## config.mk

```make
export PLATFORM = sky130hd
export DESIGN_NAME = sparse_mask_encoder
export DESIGN_NICKNAME = d
export VERILOG_FILES = /design/src/rtl/sparse_mask_encoder_pkg.sv /design/src/rtl/sparse_mask_encoder.sv
export SDC_FILE = /design/constraint.sdc
export NUM_CORES = 1
export LEC_CHECK = 0
export CAP_MARGIN = 20
export CORE_UTILIZATION = 45
export DETAILED_ROUTE_END_ITERATION = 10
export GPL_TIMING_DRIVEN = 0
export MAX_ROUTING_LAYER = met4
export SKIP_LAST_GASP = 1
export SYNTH_ARGS = -nofsm -noshare
export SYNTH_HDL_FRONTEND = slang
export SYNTH_SLANG_ARGS = --single-unit
```

## constraint.sdc

```tcl
create_clock -name clock -period 6.1 [get_ports clock]
set_input_delay 0.61 -clock clock [delete_from_list [all_inputs] [get_ports clock]]
set_output_delay 0.61 -clock clock [all_outputs]
set_load 0.02 [all_outputs]
```

## src/rtl/sparse_mask_encoder_pkg.sv

```systemverilog
// Shared definitions for the sparse mask encoder and the mask matcher that
// consumes its bitmask/payload stream.
package sparse_mask_encoder_pkg;

    localparam int VAL_WIDTH_DEFAULT  = 8;
    localparam int BLOCK_SIZE_DEFAULT = 16;
    localparam int OUT_LANES_DEFAULT  = 2;
    localparam int NUM_DENSE_WIDTH    = 2;

    typedef enum logic [1:0] {
        COLLECT   = 2'd0,
        EMIT_MASK = 2'd1,
        EMIT_DATA = 2'd2
    } encState_e;

endpackage

```

## src/rtl/sparse_mask_encoder.sv

```systemverilog
// Compresses a block of dense values into a bitmask header followed by the
// nonzero values packed OUT_LANES per beat, in original position order.
module sparse_mask_encoder
    import sparse_mask_encoder_pkg::*;
#(
    parameter int VAL_WIDTH  = VAL_WIDTH_DEFAULT,
    parameter int BLOCK_SIZE = BLOCK_SIZE_DEFAULT,
    parameter int OUT_LANES  = OUT_LANES_DEFAULT
) (
    input  logic                       clock,
    input  logic                       resetn,
    input  logic                       in_valid,
    output logic                       in_ready,
    input  logic [VAL_WIDTH-1:0]       in_data,
    input  logic                       in_last,
    output logic                       out_valid,
    input  logic                       out_ready,
    output logic [BLOCK_SIZE-1:0]      out_data,
    output logic                       out_is_mask,
    output logic [NUM_DENSE_WIDTH-1:0] out_num_dense,
    output logic                       out_last,
    output logic [1:0]                 dbgState
);

    // Both ports use valid/ready: a beat transfers on a rising edge where
    // valid && ready; the producer holds its beat stable until then.

    localparam int POS_W = (BLOCK_SIZE > 1) ? $clog2(BLOCK_SIZE) : 1;
    localparam int CNT_W = $clog2(BLOCK_SIZE + 1);
    localparam int PAY_W = OUT_LANES * VAL_WIDTH;

    localparam logic [POS_W-1:0] LAST_POS  = POS_W'(BLOCK_SIZE - 1);
    localparam logic [CNT_W:0]   LANES_EXT = (CNT_W + 1)'(OUT_LANES);
    localparam logic [CNT_W-1:0] LANES_CNT = CNT_W'(OUT_LANES);

    encState_e state;
    encState_e stateNext;

    logic                  alive;
    logic [POS_W-1:0]      pos;
    logic [CNT_W-1:0]      nnz;
    logic [CNT_W-1:0]      rd;
    logic [BLOCK_SIZE-1:0] mask;
    logic [VAL_WIDTH-1:0]  packedVals [BLOCK_SIZE];

    logic             inFire;
    logic             outFire;
    logic             inNonzero;
    logic             blockDone;
    logic [CNT_W:0]   remaining;
    logic             dataLast;
    logic [PAY_W-1:0] payload;
    logic [CNT_W-1:0] laneIdx;

    assign inNonzero = (in_data != '0);
    assign inFire    = in_valid && in_ready;
    assign outFire   = out_valid && out_ready;
    assign blockDone = inFire && (in_last || (pos == LAST_POS));
    // Only meaningful in EMIT_DATA, where rd < nnz always holds.
    assign remaining = {1'b0, nnz} - {1'b0, rd};
    assign dataLast  = (remaining <= LANES_EXT);
    assign dbgState  = state;

    always_comb begin
        stateNext = state;
        case (state)
            COLLECT: begin
                if (blockDone) stateNext = EMIT_MASK;
            end
            EMIT_MASK: begin
                if (outFire) stateNext = (nnz == '0) ? COLLECT : EMIT_DATA;
            end
            EMIT_DATA: begin
                if (outFire && dataLast) stateNext = COLLECT;
            end
            default: stateNext = COLLECT;
        endcase
    end

    always_comb begin
        payload = '0;
        laneIdx = '0;
        for (int i = 0; i < OUT_LANES; i++) begin
            laneIdx = rd + CNT_W'(i);
            if (laneIdx < nnz) begin
                payload[i*VAL_WIDTH +: VAL_WIDTH] = packedVals[laneIdx[POS_W-1:0]];
            end
        end
    end

    // Outputs decode from registers only, so they hold while stalled.
    always_comb begin
        in_ready      = 1'b0;
        out_valid     = 1'b0;
        out_is_mask   = 1'b0;
        out_last      = 1'b0;
        out_data      = '0;
        out_num_dense = '0;
        case (state)
            COLLECT: begin
                in_ready = alive;
            end
            EMIT_MASK: begin
                out_valid   = 1'b1;
                out_is_mask = 1'b1;
                out_data    = mask;
                out_last    = (nnz == '0);
            end
            EMIT_DATA: begin
                out_valid     = 1'b1;
                out_data      = BLOCK_SIZE'(payload);
                out_last      = dataLast;
                out_num_dense = (remaining >= LANES_EXT) ? NUM_DENSE_WIDTH'(OUT_LANES)
                                                         : NUM_DENSE_WIDTH'(remaining);
            end
            default: ;
        endcase
    end

    always_ff @(posedge clock) begin
        if (!resetn) begin
            state <= COLLECT;
        end else begin
            state <= stateNext;
        end
    end

    always_ff @(posedge clock) begin
        if (!resetn) begin
            alive <= 1'b0;
            pos   <= '0;
            nnz   <= '0;
            rd    <= '0;
            mask  <= '0;
        end else begin
            alive <= 1'b1;
            case (state)
                COLLECT: begin
                    if (inFire) begin
                        mask[pos] <= inNonzero;
                        pos       <= pos + 1'b1;
                        if (inNonzero) nnz <= nnz + 1'b1;
                    end
                end
                EMIT_MASK: begin
                    if (outFire) begin
                        rd <= '0;
                        if (nnz == '0) begin
                            pos  <= '0;
                            mask <= '0;
                        end
                    end
                end
                EMIT_DATA: begin
                    if (outFire) begin
                        if (dataLast) begin
                            pos  <= '0;
                            nnz  <= '0;
                            rd   <= '0;
                            mask <= '0;
                        end else begin
                            rd <= rd + LANES_CNT;
                        end
                    end
                end
                default: ;
            endcase
        end
    end

    // Payload storage needs no reset: nnz bounds every read.
    always_ff @(posedge clock) begin
        if (state == COLLECT && inFire && inNonzero) begin
            packedVals[nnz[POS_W-1:0]] <= in_data;
        end
    end

endmodule

```

== Word level (Yosys, flattened, before mapping) ==
Memory sizes are Yosys's and may differ from the RTL's. A register that Yosys moved wholly into a read port is not among the register bits.
Index checks and enable logic that the tools add are counted.

* Add/sub/neg operators: 5
* Equal/unequal tests: 11
* Reductions and logical operators: 19
* Multiplexer cells: 43
* Order comparisons: 6

{| class="wikitable"
|+ Operator list
! operator !! number
|-
| 16-bit 2-to-1 mux || 5
|-
| 16-bit case mux with 3 select lines || 1
|-
| 5-bit 2-to-1 mux || 7
|-
| 16-bit case mux with 2 select lines || 1
|-
| 4-bit 2-to-1 mux || 7
|-
| 5-bit case mux with 2 select lines || 2
|-
| 16-bit bitwise mux || 1
|-
| 8-bit 2-to-1 mux || 2
|-
| 2-bit != test, second input constant || 8
|-
| 2-bit 2-to-1 mux || 6
|-
| 4-bit case mux with 3 select lines || 1
|-
| 5-bit by 1-bit adder with 5-bit output, second input constant || 2
|-
| 5-bit < comparator || 2
|-
| 8-bit nonzero test || 1
|-
| 1-bit logical AND || 7
|-
| 1-bit 2-to-1 mux || 7
|-
| 6-bit by 2-bit >= comparator with 1-bit output, second input constant || 1
|-
| 6-bit by 2-bit <= comparator with 1-bit output, second input constant || 1
|-
| 2-bit case mux with 3 select lines || 1
|-
| 3-bit AND reduction || 2
|-
| 6-bit AND reduction || 1
|-
| 5-bit by 5-bit subtractor with 6-bit output || 1
|-
| 5-bit by 2-bit adder with 5-bit output, second input constant || 1
|-
| 5-bit zero test || 1
|-
| other kinds (14) || 15
|}

* RAM bits: 128
* Register bits: 33
* Memories kept: 1

{| class="wikitable"
|+ Memories
! memory !! words !! bits a word !! rd ports !! clocked after memory_dff !! write ports !! line !! text
|-
| packedVals || 16 || 8 || 2 || 1 || 1 || sparse_mask_encoder.sv:44 || <nowiki>logic [VAL_WIDTH-1:0] packedVals [BLOCK_SIZE];</nowiki>
|}

== Depth between registers and ports, before layout ==
Gate-level depths: netlist (run 1).

* Depth in word-level cells: 8
* Gate-level depth with buffers: 11
* Gate-level depth less buffers: 9

== Worst setup path before layout (run 1) ==
No wires, ideal clock.

* Path kind: reg-to-output
* From: reg rd[1]
* To: out out_data[10]
* Slack: 2753 ps
* Path buffers: 0
* Arrival time: 2737 ps
* Data required time: 5490 ps
* Cell stages (with the launch flop): 9
* Path through: dfxtp_1 -> ha_1 -> xor2_1 -> ha_1 -> o21a_1 -> o21a_1 -> o21ai_1 -> a32oi_1 -> nor2b_1

* Word-level cells in the longest chain between the ends: 4
* Elaborated cells between the ends (all ways): 5
* Classes of those cells: 1 x add/sub; 1 x order compare; 2 x mux; 1 x memory

{| class="wikitable"
|+ RTL lines
! item !! line !! text
|-
| start, declared || sparse_mask_encoder.sv:42 || <nowiki>logic [CNT_W-1:0] rd;</nowiki>
|-
| start signal, assigned || sparse_mask_encoder.sv:162 || <nowiki>rd <= rd + LANES_CNT;</nowiki>
|-
| 5-bit by 1-bit adder with 5-bit output * || sparse_mask_encoder.sv:84 || <nowiki>laneIdx = rd + CNT_W'(i);</nowiki>
|-
| memory 16 x 8 bit / 5-bit < comparator (equally long branches) || - ||
|-
| 8-bit 2-to-1 mux * || sparse_mask_encoder.sv:85 || <nowiki>if (laneIdx < nnz) begin</nowiki>
|-
| 16-bit case mux with 2 select lines * || sparse_mask_encoder.sv:99 || <nowiki>case (state)</nowiki>
|-
| end, declared || sparse_mask_encoder.sv:18 || <nowiki>output logic [BLOCK_SIZE-1:0] out_data,</nowiki>
|}

Every way passes the cells marked *; elsewhere a longest branch is shown, timed or not.

== Worst setup path after layout (run 1) ==
* From: reg rd[1]
* To: out out_data[14]

The elaborated chain is that of the path after synthesis.

==> results of run 1 <==
-- cell usage after synthesis, drive strengths merged (3+ instances only) --
cell type  number
clkbuf         21
nor3           12
or3             6
o211ai         17
a32oi           8
or4             4
o21a            4
o31ai           5
edfxtp        128
a211oi          3
and2           17
o21ai          22
nor2b          20
a21oi          24
or4b            4
mux4           80
a31oi           9
a22oi           8
nand2          18
nand3          11
inv            16
ha             23
nor4            3
nor2           13
dfxtp          37
buf            15
-- power by group --
group,internal (µW),leakage (µW),switching (µW)
clock,547,0.000280,515
combinational,113,0.00125,208
sequential,1230,0.00145,18.5
total,1890,0.00298,742
-- stage by stage --
step                total power, µW  util, %  hold slack (ps)
finish                         2635    53.20            501.9
global route                   2716    53.20            529.6
CTS                            2637    53.19            505.2
detailed placement             1593    49.98            494.6
global placement               1585    49.83            486.8
floorplan                      1479        -            468.5
-- metal layers --
metal / GRT usage [%] / vias up
li1: - / 2402
met1: 31.66 / 2794
met4: 9.107 / 0
met5: - / -
met3: 4.662 / 40
met2: 41.60 / 276
-- sequential cells by signal, indices dropped and copies added, names as in the netlist, named ones only --
| register | count |
|---|---|
| rd | 5 |
| mask | 16 |
| dbgState | 2 |
| nnz | 5 |
| pos | 4 |
| packedVals | 128 |
| alive | 1 |
-- kinds of logic after synthesis --
kind of cell             after synthesis  synth area share [%]
adder cells (fa/ha/maj)               24                 3.666
multiplexers                          83                 21.96
XOR/XNOR                               3                0.3130
flip-flops                           165                 54.60
buffers and inverters                 53                 2.578
AND/OR/NAND/NOR                      119                 8.211
AO/OA/AOI/OAI                        109                 8.673
-- worst max-delay path by stage --
stage / to / start / slack [ps]
2_1_floorplan: out_data[10] / rd[1]$_SDFFE_PN0P_ / 2750
4_1_cts: out_data[14] / rd[1]$_SDFFE_PN0P_ / 1100
6_report: out_data[14] / rd[1]$_SDFFE_PN0P_ / 1160
3_3_place_gp: out_data[10] / rd[0]$_SDFFE_PN0P_ / 1380
5_1_grt: out_data[14] / rd[1]$_SDFFE_PN0P_ / 1000
3_5_place_dp: out_data[14] / rd[1]$_SDFFE_PN0P_ / 1570
-- worst register-to-register path: cells and delay by family, from the launching register on --
kind | cells | cell delay, ps
buffers and inverters | 3 | 800
adder cells (fa/ha/maj) | 2 | 670
AO/OA/AOI/OAI | 6 | 1180
flip-flops | 1 | 440
-- layout make-up --
cell class / count / area (µm²)
Timing Repair Buffer: 39 / 386.6
Clock inverter: 15 / 156.4
Clock buffer: 17 / 425.4
Tap cell: 229 / 286.5
Inverter: 17 / 63.81
Fill cell: 1459 / 8493
Sequential cell: 165 / 4584
Antenna cell: 1 / 2.502
Buffer: 36 / 152.6
Multi-Input combinational cell: 338 / 3596
==> flow_metrics.env, run 1 <==
export IMPL_outcome="finished with violations"
export IMPL_violations="design-rule violations"
export IMPL_syn_to_final_growth_pct=14.98
export IMPL_hold_viol=0
export IMPL_hp_class="register to register"
export IMPL_placed_area_um2=9070
export IMPL_yosysWarnings=0
export IMPL_m1WireLength_um=8998
export IMPL_place_congestion=0.9439
export IMPL_crit_family="buffers and inverters"
export IMPL_antenna_found_initial=1
export IMPL_ant_nets=0
export IMPL_cts_max_level=4
export IMPL_tightest_slew_ps=1198
export IMPL_synth_top_area_share_pct=45.78
export IMPL_first_pass_iters=8
export IMPL_drtIter0Drc=561
export IMPL_ys_ff_latch=165
export IMPL_syn_area_um2=8397
export IMPL_setup_viol=0
export IMPL_dieArea_um2=19210
export IMPL_finClkSkew_ps=7.718
export IMPL_hold_start="mask[5]$_SDFFE_PN0P_"
export IMPL_numPortBuffers=36
export IMPL_whs_path_depth=2
export IMPL_synthCells=556
export IMPL_ff2ff_setup_slack_ps=2950
export IMPL_period_needed_ps=4941
export IMPL_crit_fanout=10
export IMPL_root_buffer="clkbuf_16"
export IMPL_yosysSeqAreaShare_pct=54.60
export IMPL_clock_sinks=165
export IMPL_max_stage_delay_ps=650
export IMPL_cp_buffers_inverters=4
export IMPL_wire_per_inst_um=26.34
export IMPL_clk_pin_slew_ps=70
export IMPL_die_y_um=138.6
export IMPL_grt_max_degree=19
export IMPL_yosysUniqueCellTypes=55
export IMPL_finalNonFillerCells=857
export IMPL_vias=5512
export IMPL_num_io_pins=37
export IMPL_drive_above_1_share_pct=20.89
export IMPL_relSlewSlack_pct=20.12
export IMPL_top_layer="met4"
export IMPL_synth_area_per_cell_um2=15.10
export IMPL_worstPathArrival_ps=4330
export IMPL_critical_path_class="register to output pin"
export IMPL_worst_slack_ps=1159
export IMPL_grt_use_total_pct=25.37
export IMPL_dr_wl_met3_um=1634
export IMPL_route_detailed_drc=8
export IMPL_cts_resized_gates=0
export IMPL_nets=651
export IMPL_synth_nets=593
export IMPL_max_cap_violations=0
export IMPL_crit_top_cell="buf_2"
export IMPL_fmax_ghz=0.2024
export IMPL_layout_commonest_cell="edfxtp_1"
export IMPL_numCtsBuffers=17
export IMPL_clk_latency_ps=440
export IMPL_worstReg2RegEnd="pos[2]$_SDFFE_PN0P_"
export IMPL_grt_pass1_wl_um=33810
export IMPL_viasPerCell=6.432
export IMPL_min_to="mask[5]$_SDFFE_PN0P_"
export IMPL_dp_cells=824
export IMPL_leakage_uw=0.002982
export IMPL_synth_edf_count=128
export IMPL_dp_hpwl_um=15940
export IMPL_slew_violations=0
export IMPL_critPathLaunchType="register"
export IMPL_cp_slowest_cell="clkbuf_1"
export IMPL_synth_ff_type="edfxtp_1"
export IMPL_tritoncts="built"
export IMPL_finalCritPeriodShare_pct=81.00
export IMPL_rsz0062_at_grt="no"
export IMPL_overflow=0
export IMPL_synth_area_leaders="edfxtp_1 46%, mux4_2 21%, dfxtp_1 8.8%"
export IMPL_grt_pass1_vias=5485
export IMPL_layout_common_cells="128 x edfxtp_1, 77 x mux4_2, 37 x dfxtp_1"
export IMPL_rr_startpoint="nnz[0]$_SDFFE_PN0P_"
export IMPL_crit_chain="ha_1, buf_2, buf_2, clkbuf_1, mux4_2, mux4_1, a32oi_1, nor2b_1, clkdlybuf4s50_1"
export IMPL_rows=49
export IMPL_fin_setup_tns_ps=0
export IMPL_dieWidth_um=138.6
export IMPL_cts_hold_buf=0
export IMPL_vdd_drop_max_mv=0.2002
export IMPL_initial_core_util_pct=46.27
export IMPL_dpl_worst_slack_ps=1571
export IMPL_yosys_area_top_type="edfxtp_1"
export IMPL_wl_um=22570
export IMPL_met2_length_um=11370
export IMPL_crit_required_ps=5490
export IMPL_crit_path_end_kind="output pin"
export IMPL_clk_path_buf_depth=2
export IMPL_finish_instance_area_um2=9654
export IMPL_synthArstFlopShare_pct=0
export IMPL_cp_num_cells=9
export IMPL_cts_setup_buffers=0
export IMPL_rr_worst_depth=11
export IMPL_core_area_um2=18150
export IMPL_powerDensity_nw_per_um2=272.9
Note: power is estimated with default switching activity, not from simulation.
==> run 2: changes to the inputs <==
==> constraint.sdc (replaced) <==
create_clock -name clock -period 4.1 [get_ports clock]
set_input_delay 0.41 -clock clock [delete_from_list [all_inputs] [get_ports clock]]
set_output_delay 0.41 -clock clock [all_outputs]
set_load 0.02 [all_outputs]
==> flow_metrics.env, run 2 (synthesized netlist as in run 1, its figures left out) <==
export IMPL_rr_startpoint="rd[2]$_SDFFE_PN0P_"
export IMPL_m1WireLength_um=9435
export IMPL_rsz0062_at_grt="yes"
export IMPL_viasPerCell=6.420
export IMPL_syn_to_final_growth_pct=16.39
export IMPL_hp_class="input port to register"
export IMPL_top_layer="met4"
export IMPL_largest_reg_flops=128
export IMPL_dpl_worst_slack_ps=-229.3
export IMPL_rr_worst_depth=10
export IMPL_critPathLaunchType="register"
export IMPL_nFillCells=1440
export IMPL_nets=651
export IMPL_antenna_found_initial=1
export IMPL_drtIter0Drc=585
export IMPL_vdd_drop_max_mv=0.2965
export IMPL_dp_hpwl_um=15940
export IMPL_overflow=0
export IMPL_tightest_slew_ps=834.0
export IMPL_layout_commonest_cell="edfxtp_1"
export IMPL_outcome="finished with violations"
export IMPL_numPortBuffers=36
export IMPL_cp_buffers_inverters=4
export IMPL_whs_ps=483.7
export IMPL_finClkSkew_ps=7.496
export IMPL_min_to="alive$_DFF_P_"
export IMPL_die_y_um=138.6
export IMPL_finalCritPeriodShare_pct=97.36
export IMPL_max_cap_violations=0
export IMPL_wl_um=22860
export IMPL_crit_required_ps=3690
export IMPL_initial_core_util_pct=46.27
export IMPL_hold_viol=0
export IMPL_clock_sinks=165
export IMPL_wire_per_inst_um=26.68
export IMPL_hold_start="resetn"
export IMPL_clk_pin_slew_ps=70
export IMPL_tritoncts="built"
export IMPL_crit_chain="ha_1, clkbuf_4, buf_8, clkbuf_8, mux4_2, mux4_2, a32oi_1, nor2b_1, clkdlybuf4s50_1"
export IMPL_root_buffer="clkbuf_16"
export IMPL_grt_pass1_wl_um=33970
export IMPL_slew_violations=0
export IMPL_dieWidth_um=138.6
export IMPL_route_detailed_drc=8
export IMPL_num_io_pins=37
export IMPL_first_pass_iters=8
export IMPL_clk_latency_ps=430
export IMPL_setup_viol=0
export IMPL_whs_path_depth=1
export IMPL_crit_top_cell="mux4_2"
export IMPL_vias=5502
export IMPL_ant_nets=0
export IMPL_powerDensity_nw_per_um2=402.0
export IMPL_fin_setup_tns_ps=0
export IMPL_crit_fanout=10
export IMPL_placed_area_um2=9070
export IMPL_worst_slack_ps=108.3
export IMPL_crit_family="buffers and inverters"
export IMPL_cts_max_level=4
export IMPL_dieArea_um2=19210
export IMPL_clk_path_buf_depth=2
export IMPL_relSlewSlack_pct=44.40
export IMPL_crit_path_end_kind="output pin"
export IMPL_place_congestion=0.9439
export IMPL_violations="design-rule violations"
export IMPL_dr_wl_met3_um=1426
export IMPL_period_needed_ps=3992
export IMPL_power_uw=3929
export IMPL_cts_hold_buf=0
export IMPL_fmax_ghz=0.2505
export IMPL_cp_slowest_cell="mux4_2"
export IMPL_worstReg2RegEnd="pos[2]$_SDFFE_PN0P_"
export IMPL_grt_max_degree=19
export IMPL_core_area_um2=18150
export IMPL_rows=49
export IMPL_layout_common_cells="128 x edfxtp_1, 79 x mux4_2, 37 x dfxtp_1"
export IMPL_finish_instance_area_um2=9773
export IMPL_ff2ff_setup_slack_ps=910
export IMPL_leakage_uw=0.003010
export IMPL_numCtsBuffers=17
export IMPL_drive_above_1_share_pct=22.65
export IMPL_met2_length_um=11520
export IMPL_max_stage_delay_ps=570
export IMPL_worstPathArrival_ps=3580
export IMPL_critical_path_class="register to output pin"
export IMPL_grt_pass1_vias=5515
export IMPL_grt_use_total_pct=25.47
run 2: cell counts in the layout (fill, tap and decap cells not counted):
No cell type changed its count.
run 2: how the worst max path moves through the flow:
stage	cells past startpoint	end	slack, ps	startpoint
floorplan	8	out_data[10]	950	rd[1]$_SDFFE_PN0P_
global placement	11	out_data[10]	-420	rd[0]$_SDFFE_PN0P_
detailed placement	9	out_data[14]	-230	rd[1]$_SDFFE_PN0P_
CTS	8	out_data[14]	-40	rd[1]$_SDFFE_PN0P_
global route	8	out_data[14]	-9	rd[1]$_SDFFE_PN0P_
finish	9	out_data[9]	110	rd[1]$_SDFFE_PN0P_
run 2: cell type report:
cell class / count / area [µm²] / area share (%)
antenna: 1 / 2.502 / 0.02560
buffer: 35 / 192.7 / 1.972
clock buffer: 17 / 425.4 / 4.353
clock inverter: 15 / 156.4 / 1.600
inverter: 17 / 63.81 / 0.6529
multi-input combinational: 338 / 3655 / 37.40
sequential: 165 / 4584 / 46.91
tap: 229 / 286.5 / 2.932
timing repair buffer: 40 / 406.6 / 4.161
run 2: repair_timing:
item                                    4_1_cts  5_1_grt
endpoints found under the setup margin       16       17
setup buffers                                 1        0
hold endpoints to repair                      0        0
pin swaps                                     1        0
gates resized for setup                      18        9
run 2: power breakdown:
group	internal, µW	switching [µW]	total, µW
clock	814	767	1580
sequential	1840	27.6	1860
combinational	170	316	486
run 2: metal layers:
metal,track usage [%],vias up
met5,-,-
met4,7.924,0
met3,5.145,34
met2,41.54,238
met1,32.14,2832
li1,-,2398
run 2: metrics by stage:
stage,utilization [%],std cells
2_1_floorplan,-,556
3_3_place_gp,49.83,821
3_5_place_dp,49.98,824
4_1_cts,53.66,856
5_1_grt,53.85,857
6_report,53.85,857
==> run 3: changes to the inputs <==
--- a/config.mk
+++ b/config.mk
@@ -6,6 +6,7 @@
 export NUM_CORES = 1
 export LEC_CHECK = 0
 export CAP_MARGIN = 20
+export CORE_MARGIN = 5
 export CORE_UTILIZATION = 45
 export DETAILED_ROUTE_END_ITERATION = 10
 export GPL_TIMING_DRIVEN = 0
==> flow_metrics.env, run 3 (synthesized netlist as in run 1, its figures left out) <==
export IMPL_antenna_found_initial=0
export IMPL_tightest_slew_ps=871.6
export IMPL_rr_worst_depth=12
export IMPL_cts_max_level=4
export IMPL_layout_commonest_cell="edfxtp_1"
export IMPL_fin_setup_tns_ps=0
export IMPL_largest_reg_flops=128
export IMPL_ff2ff_setup_slack_ps=870
export IMPL_cp_slowest_cell="mux4_1"
export IMPL_clkPwrFrac_pct=39.8
export IMPL_wl_um=22940
export IMPL_vdd_drop_max_mv=0.2556
export IMPL_relSlewSlack_pct=41.89
export IMPL_numCtsBuffers=17
export IMPL_place_congestion=0.9213
export IMPL_grt_use_total_pct=22.56
export IMPL_num_io_pins=37
export IMPL_powerDensity_nw_per_um2=397.6
export IMPL_worstReg2RegEnd="pos[2]$_SDFFE_PN0P_"
export IMPL_slew_violations=0
export IMPL_ant_nets=0
export IMPL_crit_path_end_kind="output pin"
export IMPL_critPathLaunchType="register"
export IMPL_clock_sinks=165
export IMPL_rows=50
export IMPL_grt_pass1_vias=5613
export IMPL_overflow=0
export IMPL_critical_path_class="register to output pin"
export IMPL_vias=5494
export IMPL_clk_path_buf_depth=2
export IMPL_dieWidth_um=146.6
export IMPL_clk_pin_slew_ps=70
export IMPL_hp_class="input port to register"
export IMPL_root_buffer="clkbuf_16"
export IMPL_setup_viol=0
export IMPL_wire_per_inst_um=26.52
export IMPL_crit_fanout=10
export IMPL_first_pass_iters=5
export IMPL_clk_latency_ps=440
export IMPL_p_seq_share_pct=47.9
export IMPL_viasPerCell=6.351
export IMPL_drtIter0Drc=422
export IMPL_die_y_um=146.6
export IMPL_placed_area_um2=9080
export IMPL_rsz0062_at_grt="yes"
export IMPL_power_internal_uw=2857
export IMPL_swShare_pct=26.66
export IMPL_syn_to_final_growth_pct=16.67
export IMPL_cp_buffers_inverters=3
export IMPL_drive_above_1_share_pct=22.98
export IMPL_leakage_uw=0.003053
export IMPL_min_to="alive$_DFF_P_"
export IMPL_numPortBuffers=36
export IMPL_worstPathArrival_ps=3610
export IMPL_hold_start="resetn"
export IMPL_nFillCells=1516
export IMPL_layout_common_cells="128 x edfxtp_1, 77 x mux4_2, 37 x dfxtp_1"
export IMPL_crit_family="multiplexers"
export IMPL_rr_startpoint="nnz[0]$_SDFFE_PN0P_"
export IMPL_finClkSkew_ps=9.264
export IMPL_tritoncts="built"
export IMPL_grt_pass1_wl_um=34600
export IMPL_num_antenna_cells=0
export IMPL_initial_core_util_pct=45.34
export IMPL_p_switching_uw=1038
export IMPL_fmax_ghz=0.2490
export IMPL_max_cap_violations=0
export IMPL_route_detailed_drc=0
export IMPL_crit_chain="ha_1, clkbuf_4, buf_8, mux4_2, mux4_1, a32oi_1, nor2b_1, clkdlybuf4s50_1"
export IMPL_hold_viol=0
export IMPL_grt_max_degree=18
export IMPL_power_frac_comb_pct=12.3
export IMPL_crit_required_ps=3690
export IMPL_period_needed_ps=4016
export IMPL_finalCritPeriodShare_pct=97.95
export IMPL_whs_path_depth=1
export IMPL_finish_instance_area_um2=9797
export IMPL_outcome="complete, no violations"
export IMPL_max_stage_delay_ps=600
export IMPL_dieArea_um2=21490
export IMPL_nets=655
export IMPL_core_area_um2=18520
export IMPL_dp_hpwl_um=16010
[run 3: worst reg2reg max path: cells and delay by family (launching register included)]
family / cells / cell delay, ps
buffers and inverters: 4 / 940
DFF: 1 / 430
AOI/OAI and AO/OA: 6 / 1100
adders and majority gates: 2 / 670
[run 3: worst max path at each step]
stage / endpoint / startpoint / depth (start not counted)
2_1_floorplan: out_data[10] / rd[1]$_SDFFE_PN0P_ / 8
3_3_place_gp: out_data[14] / rd[0]$_SDFFE_PN0P_ / 11
3_5_place_dp: out_data[14] / rd[1]$_SDFFE_PN0P_ / 9
4_1_cts: out_data[14] / rd[1]$_SDFFE_PN0P_ / 9
5_1_grt: out_data[4] / register / 8
6_report: out_data[9] / rd[1]$_SDFFE_PN0P_ / 8
[run 3: cell type report]
type | count | area [µm²] | share of cell area [%]
sequential | 165 | 4584 | 46.79
clock buffer | 17 | 425.4 | 4.342
clock inverter | 15 | 140.1 | 1.430
multi-input combinational | 338 | 3654 | 37.29
inverter | 17 | 63.81 | 0.6513
tap | 234 | 292.8 | 2.989
buffer | 35 | 193.9 | 1.980
timing repair buffer | 44 | 442.9 | 4.521
[run 3: timing repair]
action	CTS	global route
setup endpoints to repair	16	17
endpoints found under the hold margin	0	0
cloned	0	0
gates resized for setup	18	8
pin swaps	1	3
buffers inserted	0	5
hold buffers	0	0
[run 3: metal layers]
layer | wire length, µm | GRT usage, %
met2 | 11730 | 38.23
met3 | 1437 | 4.687
met1 | 9389 | 27.83
met5 | 0 | -
met4 | 382 | 5.738
[run 3: power by group through the flow]
stage                     registers [µW]  logic, µW  clock network, µW
after floorplan                     1890        307                  0
final                               1860        480               1550
after global placement              1900        462                  0
after CTS                           1860        475               1560
after detailed placement            1900        469                  0
after global routing                1870        523               1650
[run 3: per-stage QoR]
step	instances	setup slack [ps]	util, %	hold slack, ps	total power, µW
after floorplan	556	953.4	-	437.7	2201
after detailed placement	829	-266.7	49.03	490.8	2370
after CTS	861	-9.644	52.51	479.9	3900
after global placement	826	-530.3	48.87	476.1	2360
final	865	83.97	52.91	495.4	3895
after global routing	865	-10.64	52.91	499.8	4038
